### src/rtl/multicycle_control.sv
`default_nettype none
// ============================================================================
// Module : multicycle_control
// Desc   : RV32I multicycle main control FSM driving ALU selects/op and
//          datapath strobes. Optional macro MULTICYCLE_TRAP_EN adds a sticky
//          TRAP state for illegal instructions.
// Rev    : 1.0
// ============================================================================
module multicycle_control (
  input  logic       clk,
  input  logic       reset,
  input  logic [6:0] opcode,
  input  logic [2:0] funct3,
  input  logic       funct7b5,
  input  logic       zero,
  input  logic       mem_ready,
  output logic       mem_req,
  output logic       mem_write,
  output logic       adr_src,
  output logic       IR_write,
  output logic       PC_write,
  output logic       reg_write,
  output logic [1:0] result_src,
  output logic [2:0] imm_src,
  output logic [1:0] ALU_src1_sel,
  output logic [1:0] ALU_src2_sel,
  output logic [3:0] ALU_ctrl,
  output logic       illegal_instr
);

  localparam logic [6:0] OP_LOAD   = 7'b0000011;
  localparam logic [6:0] OP_STORE  = 7'b0100011;
  localparam logic [6:0] OP_R      = 7'b0110011;
  localparam logic [6:0] OP_I      = 7'b0010011;
  localparam logic [6:0] OP_BRANCH = 7'b1100011;
  localparam logic [6:0] OP_JAL    = 7'b1101111;
  localparam logic [6:0] OP_JALR   = 7'b1100111;
  localparam logic [6:0] OP_LUI    = 7'b0110111;
  localparam logic [6:0] OP_AUIPC  = 7'b0010111;

  localparam logic [3:0] ALU_ADD  = 4'd0;
  localparam logic [3:0] ALU_SUB  = 4'd1;
  localparam logic [3:0] ALU_AND  = 4'd2;
  localparam logic [3:0] ALU_OR   = 4'd3;
  localparam logic [3:0] ALU_XOR  = 4'd4;
  localparam logic [3:0] ALU_SLT  = 4'd5;
  localparam logic [3:0] ALU_SLTU = 4'd6;
  localparam logic [3:0] ALU_SLL  = 4'd7;
  localparam logic [3:0] ALU_SRL  = 4'd8;
  localparam logic [3:0] ALU_SRA  = 4'd9;

  typedef enum logic [3:0] {
    S_FETCH    = 4'd0,
    S_DECODE   = 4'd1,
    S_MEMADR   = 4'd2,
    S_MEMREAD  = 4'd3,
    S_MEMWB    = 4'd4,
    S_MEMWRITE = 4'd5,
    S_EXECR    = 4'd6,
    S_EXECI    = 4'd7,
    S_ALUWB    = 4'd8,
    S_BRANCH   = 4'd9,
    S_JAL      = 4'd10,
    S_JALR     = 4'd11,
    S_LINK     = 4'd12,
`ifdef MULTICYCLE_TRAP_EN
    S_LUI      = 4'd13,
    S_TRAP     = 4'd14
`else
    S_LUI      = 4'd13
`endif
  } state_t;

`ifdef MULTICYCLE_TRAP_EN
  localparam state_t S_ILLEGAL = S_TRAP;
`else
  localparam state_t S_ILLEGAL = S_FETCH;
`endif

  state_t     state_q, state_d;
  logic       w_mem_req, w_mem_write, w_ir_write, w_pc_write, w_reg_write;
  logic [3:0] w_alu_op;
`ifdef MULTICYCLE_TRAP_EN
  logic       w_illegal;
`endif

  always_ff @(posedge clk or posedge reset) begin
    if (reset) state_q <= S_FETCH;
    else       state_q <= state_d;
  end

  // SUB only for R-type; funct7b5 picks SRA for both R and I shifts
  always_comb begin
    w_alu_op = ALU_ADD;
    case (funct3)
      3'b000:  w_alu_op = (opcode == OP_R && funct7b5) ? ALU_SUB : ALU_ADD;
      3'b001:  w_alu_op = ALU_SLL;
      3'b010:  w_alu_op = ALU_SLT;
      3'b011:  w_alu_op = ALU_SLTU;
      3'b100:  w_alu_op = ALU_XOR;
      3'b101:  w_alu_op = funct7b5 ? ALU_SRA : ALU_SRL;
      3'b110:  w_alu_op = ALU_OR;
      default: w_alu_op = ALU_AND;
    endcase
  end

  always_comb begin
    imm_src = 3'd0;
    case (opcode)
      OP_STORE:         imm_src = 3'd1;
      OP_BRANCH:        imm_src = 3'd2;
      OP_JAL:           imm_src = 3'd3;
      OP_LUI, OP_AUIPC: imm_src = 3'd4;
      default:          imm_src = 3'd0;
    endcase
  end

  always_comb begin
    state_d      = state_q;
    w_mem_req    = 1'b0;
    w_mem_write  = 1'b0;
    w_ir_write   = 1'b0;
    w_pc_write   = 1'b0;
    w_reg_write  = 1'b0;
    adr_src      = 1'b0;
    result_src   = 2'd0;
    ALU_src1_sel = 2'd0;
    ALU_src2_sel = 2'd0;
    ALU_ctrl     = ALU_ADD;
`ifdef MULTICYCLE_TRAP_EN
    w_illegal    = 1'b0;
`endif
    case (state_q)
      S_FETCH: begin
        w_mem_req    = 1'b1;
        ALU_src2_sel = 2'd2;
        if (mem_ready) begin
          w_ir_write = 1'b1;
          w_pc_write = 1'b1;
          result_src = 2'd2;
          state_d    = S_DECODE;
        end
      end
      S_DECODE: begin
        ALU_src1_sel = 2'd1;
        ALU_src2_sel = 2'd1;
        case (opcode)
          OP_LOAD, OP_STORE: state_d = S_MEMADR;
          OP_R:              state_d = S_EXECR;
          OP_I:              state_d = S_EXECI;
          OP_BRANCH:         state_d = S_BRANCH;
          OP_JAL:            state_d = S_JAL;
          OP_JALR:           state_d = S_JALR;
          OP_LUI:            state_d = S_LUI;
          OP_AUIPC:          state_d = S_ALUWB;
          default:           state_d = S_ILLEGAL;
        endcase
      end
      S_MEMADR: begin
        ALU_src1_sel = 2'd2;
        ALU_src2_sel = 2'd1;
        state_d      = (opcode == OP_STORE) ? S_MEMWRITE : S_MEMREAD;
      end
      S_MEMREAD: begin
        w_mem_req = 1'b1;
        adr_src   = 1'b1;
        if (mem_ready) state_d = S_MEMWB;
      end
      S_MEMWB: begin
        result_src  = 2'd1;
        w_reg_write = 1'b1;
        state_d     = S_FETCH;
      end
      S_MEMWRITE: begin
        w_mem_req   = 1'b1;
        w_mem_write = 1'b1;
        adr_src     = 1'b1;
        if (mem_ready) state_d = S_FETCH;
      end
      S_EXECR: begin
        ALU_src1_sel = 2'd2;
        ALU_ctrl     = w_alu_op;
        state_d      = S_ALUWB;
      end
      S_EXECI: begin
        ALU_src1_sel = 2'd2;
        ALU_src2_sel = 2'd1;
        ALU_ctrl     = w_alu_op;
        state_d      = S_ALUWB;
      end
      S_ALUWB: begin
        w_reg_write = 1'b1;
        state_d     = S_FETCH;
      end
      S_BRANCH: begin
        ALU_src1_sel = 2'd2;
        ALU_ctrl     = ALU_SUB;
        state_d      = S_FETCH;
        if (funct3 == 3'b000)      w_pc_write = zero;
        else if (funct3 == 3'b001) w_pc_write = ~zero;
        else                       state_d    = S_ILLEGAL;
      end
      S_JAL: begin
        w_pc_write   = 1'b1;
        ALU_src1_sel = 2'd1;
        ALU_src2_sel = 2'd2;
        state_d      = S_ALUWB;
      end
      S_JALR: begin
        ALU_src1_sel = 2'd2;
        ALU_src2_sel = 2'd1;
        result_src   = 2'd2;
        w_pc_write   = 1'b1;
        state_d      = S_LINK;
      end
      S_LINK: begin
        ALU_src1_sel = 2'd1;
        ALU_src2_sel = 2'd2;
        state_d      = S_ALUWB;
      end
      S_LUI: begin
        result_src  = 2'd3;
        w_reg_write = 1'b1;
        state_d     = S_FETCH;
      end
`ifdef MULTICYCLE_TRAP_EN
      S_TRAP: begin
        w_illegal = 1'b1;
        state_d   = S_TRAP;
      end
`endif
      default: state_d = S_FETCH;
    endcase
  end

  // Reset must suppress strobes combinationally, since FETCH itself requests memory
  assign mem_req   = w_mem_req   & ~reset;
  assign mem_write = w_mem_write & ~reset;
  assign IR_write  = w_ir_write  & ~reset;
  assign PC_write  = w_pc_write  & ~reset;
  assign reg_write = w_reg_write & ~reset;
`ifdef MULTICYCLE_TRAP_EN
  assign illegal_instr = w_illegal & ~reset;
`else
  assign illegal_instr = 1'b0;
`endif

endmodule
`default_nettype wire
### config.mk
export PLATFORM = sky130hd
export DESIGN_NAME = multicycle_control
export DESIGN_NICKNAME = d
export VERILOG_FILES = /design/src/rtl/multicycle_control.sv
export SDC_FILE = /design/constraint.sdc
export NUM_CORES = 1
export LEC_CHECK = 0
export ABC_AREA = 1
export CAP_MARGIN = 20
export CORE_MARGIN = 2
export CORE_UTILIZATION = 30
export CTS_CLUSTER_SIZE = 40
export DETAILED_ROUTE_END_ITERATION = 8
export PLACE_DENSITY_LB_ADDON = 0.25
export SYNTH_ARGS = -nofsm -noshare
export SYNTH_HDL_FRONTEND = slang
export SYNTH_SLANG_ARGS = --single-unit
### constraint.sdc
create_clock -name clk -period 1.59 [get_ports clk]
set_input_delay 0.159 -clock clk [delete_from_list [all_inputs] [get_ports clk]]
set_output_delay 0.159 -clock clk [all_outputs]
set_load 0.02 [all_outputs]
Word level (Yosys, flattened, before mapping) --
Index checks and enable logic that the tools add are counted.
Cells by class: equal/unequal tests 31, mux-type cells 24, bitwise gates (word level) 7, reductions and logical operators 16
Operator list (number):
- $pmux 4 s7 | 2
- $pmux 4 s8 | 1
- $eq 4x4->1 const B | 6
- $eq 7x6->1 const B | 3
- $eq 7x7->1 const B | 3
- $eq 4x3->1 const B | 4
- $eq 7x5->1 const B | 2
- $mux 4 | 3
- $pmux 3 s4 | 1
- $reduce_or 3->1 | 4
- $mux 1 | 10
- $reduce_or 2->1 | 5
- $eq 3x3->1 const B | 3
- $eq 4x2->1 const B | 2
- $pmux 2 s2 | 2
- $pmux 2 s4 | 1
- $pmux 4 s2 | 1
- $reduce_or 4->1 | 2
- $eq 7x2->1 const B | 1
- $eq 3x2->1 const B | 2
- $ne 2x2->1 const B | 3
- $and 1x1->1 | 5
- $reduce_or 5->1 | 1
- $eq 4x1->1 const B | 1
- 9 further kinds | 10
Storage, ports and cells: bits in registers 4, bits of input ports 15, logic and storage cells 79

Longest topological paths before layout --
depth after elaboration 5, depth in mapped cells 10, mapped depth without buffers 10

Worst setup path after synthesis --
OpenSTA, ideal clock, no wires.
path kind reg-to-output, start point register state_q[1], end point output port PC_write, arrival time 1.223 ns, required time 1.431 ns, path slack 0.208 ns, stages on the path, launching flop included 6, cell sequence dfrtp_1 nor2_2 inv_2 nor2_1 nand2_1 a31oi_1
On the way: word-level cells in the longest chain between the ends 4
Ends and longest elaborated chain:
- start: declaration | line 80 | state_t state_q, state_d;
- start signal: assignment | line 89 | else state_q <= state_d;
- $eq 4x4->1 | line 133 | case (state_q)
- $reduce_or 2->1 (no source line)
- $pmux 1 s3 (*) | line 133
- $and 1x1->1 (*) | line 240 | assign PC_write = w_pc_write & ~reset;
- end: declaration | line 21 | output logic PC_write,
Mark *: on every way between the ends. The rest lies on a longest branch, timed or not.

Final worst setup path --
start point register state_q[1], end point output port ALU_src1_sel[1]
On the way: word-level cells in the longest chain between the ends 3
Ends and longest elaborated chain:
- $eq 4x4->1 (tied with other cells) | line 133
- $reduce_or 5->1 (no source line) / $reduce_or 3->1 (equally long branches)
- $pmux 2 s2 (*) | line 133
- end: declaration | line 25 | output logic [1:0] ALU_src1_sel,
Marks and branches as above.

==> impl_results.md <==
- VDD IR max: 1098 µV
- Iter 0 DRT Violations: 12
- Fin crit share: 104.1%
- Clock latency on the worst-skew pair: 0.23 ns
- All-Layer GR Usage: 21.60%
- Crit path kind: flop to primary output
- Biggest register: state_q
- Outcome: finished, violations left
- Chip height: 52.55 µm
- Syn Nets: 149
- NumNets Final: 234
- DR vias: 1161
- Commonest non-fill, non-tap cell in the layout: buf_4
- Overflow after GRT: 0
- Distinct cells, synth: 26
- R2R Setup Slk: 0.06 ns
- Crit path required time: 1.43 ns
- DRC: 0
- Hold Path Class: input port to asynchronous set/reset pin
- Final hold vios: 0
- CTS root buf: clkbuf_4
- Setup TNS: -0.2038 ns
- Largest net degree at the start of global routing: 6
- ANT nets after route: 0
- CTS Sinks: 4
- Crit path arrival time: 1.50 ns
- Antenna Cells: 0
- Num CTS Buffers: 3
- Post-synthesis mux area share: 0%
- First-pass GRT wire length: 4554 µm
- Area Growth Syn to Fin: 128.5%
- RSZ-0062 raised after global routing: true
- Minimum clock period: 1.655 ns
- Post-layout instance area: 1615 µm²
- Row count: 17
- Synthesized area per cell: 5.276 µm²
- Initial DRT Pass Iterations: 4
- CORE AREA: 2212 µm²
- Failing checks: setup timing
- Die area: 2761 µm²
- Post-synthesis compound-gate area fraction: 13.81%
- Io pins: 35
- Share of cells above drive strength 1: 56.68%
- Fill cells: 181
- Worst-path clk slew: 0.04 ns
- Synth Area in Adders: 0%
- Mapped Area: 706.9 µm²
- Post-Place Setup Slack: -0.5250 ns
- Deepest clock path buffer count: 2
- Fmax: 0.6043 GHz
- Clock Skew: 0.00005573 ns
- Placer Congestion: 0.8497
- Port Buf Inserts: 33
- Dpl hpwl: 2092 µm
- Max Transition Viols Final: 0
- Crit-path max FO: 4
- Final setup viols: 7
- Post-route setup slack: -0.06472 ns
- Die width: 52.55 µm
- FF+latch count, synth: 4
- Post-Synthesis Cells: 134
- XOR/XNOR share of the synthesized area: 0%
- Placed cell area: 1365 µm²
- Crit. End Element: primary output
- Antenna violations before repair: 0
- Leakage power: 0.9694 nW
- Max reg flops: 4
- CTS tree: yes
- Post-Route WL: 3146 µm
- Register area share after synthesis: 14.16%
- Max-cap violations: 0
- CTS HTree Levels: 1
- YS warnings: 0
- CP startpoint kind: flop
- Largest regs: state_q x4
- PwrDens: 1325 nW/µm²
- Largest family of logic cells by synthesized area: simple AND/OR/NAND/NOR gates
- Vias/cell: 4.739
- Cts hold-fix bufs: 0
- Area share of and/or/nand/nor cells after synthesis: 57.17%
- Initial cell density of the core: 31.96%
- Most frequent cells in the layout: buf_4 (48), nand2_1 (41), inv_2 (12), buf_6 (12)
- WL/cell: 12.84 µm
- Vias in the first global route: 1144
- Total power: 2.140 mW
[cell usage after synthesis]
master	count	area share [%]
a22oi_1	1	1.1
buf_4	1	1.1
nand2_2	3	2.7
o211ai_1	1	1.1
nor3_1	1	0.71
nand3b_1	1	1.1
inv_1	15	8.0
nand3_2	1	1.4
dfrtp_1	4	14
a21o_1	1	1.1
nand3_1	10	7.1
a21oi_1	3	2.1
o31ai_2	1	1.8
a31oi_1	1	0.89
o21ai_2	1	1.2
nand4_1	1	0.89
nor2_1	11	5.8
conb_1	1	0.53
o21a_1	1	1.1
nand2_1	51	27
clkinv_1	1	0.53
inv_2	9	4.8
nor3_2	2	2.8
o21ai_0	5	3.5
nor2_2	5	4.4
nor2_4	2	3.2
[through the flow]
| stage | util (%) | hold slack, ns | cells |
|---|---|---|---|
| 6_report | 73.02 | 0.4158 | 245 |
| 4_1_cts | 66.23 | 0.3502 | 243 |
| 5_1_grt | 73.02 | 0.4461 | 245 |
| 2_1_floorplan | - | -0.06080 | 134 |
| 3_5_place_dp | 61.71 | 0.5830 | 234 |
| 3_3_place_gp | 61.71 | 0.5909 | 234 |
[per-layer routing]
layer	track usage (%)	vias to the layer above	share of wire, %	routed length [µm]
met2	44.58	31	55	1737
met1	22.28	536	39	1214
li1	-	584	-	-
met4	6.410	0	2.7	86
met5	0	-	0	0
met3	1.714	10	3.4	108
[final cells by class]
| cell class | instances | area, µm² | area share [%] |
|---|---|---|---|
| repair buffers | 81 | 701.9 | 43.45 |
| multi-input cells | 104 | 649.4 | 40.20 |
| inverters | 25 | 103.9 | 6.429 |
| flip-flops and latches | 4 | 102.6 | 6.352 |
| well taps | 28 | 35.03 | 2.169 |
| clock buffers | 3 | 22.52 | 1.394 |
[worst max-delay path, stage by stage, from the launching register on]
cell and delay [ns]:
dfrtp_1 0.40, buf_6 0.15, buf_6 0.11, nand2_4 0.08
clkinv_4 0.08, a21oi_4 0.15, buf_6 0.11, nand3_2 0.05
buf_6 0.13
[power by group]
| group | internal (mW) | switching (mW) | leakage [nW] |
|---|---|---|---|
| clock network | 0.0841 | 0.0364 | 0.0138 |
| logic | 0.876 | 0.939 | 0.906 |
| registers | 0.140 | 0.0650 | 0.0500 |
[final timing paths]
| path | startpoint | end | depth (start not counted) |
|---|---|---|---|
| min in group clk | opcode[2] | state_q[3]$_DFFE_PP0P_ | 6 |
| max in group asynchronous | reset | state_q[3]$_DFFE_PP0P_ | 3 |
| worst min-delay path | reset | state_q[0]$_DFFE_PP0P_ | 3 |
| worst min register to register | state_q[0]$_DFFE_PP0P_ | state_q[0]$_DFFE_PP0P_ | 3 |
| worst max register to register | state_q[1]$_DFFE_PP0P_ | state_q[2]$_DFFE_PP0P_ | 10 |
| worst max-delay path | state_q[1]$_DFFE_PP0P_ | ALU_src1_sel[1] | 8 |
[cell families after synthesis]
logic type,count (synthesis)
simple gates,88
buf+inv,26
compound gates,15
flops,4
other cells,1
[repair_timing]
action                     4_1_cts  5_1_grt
buffers inserted                 6        2
setup endpoints to repair       19       18
gates resized for setup        104       51
pin swaps                        2       13
No activity file was read; power rests on OpenSTA's default activity.
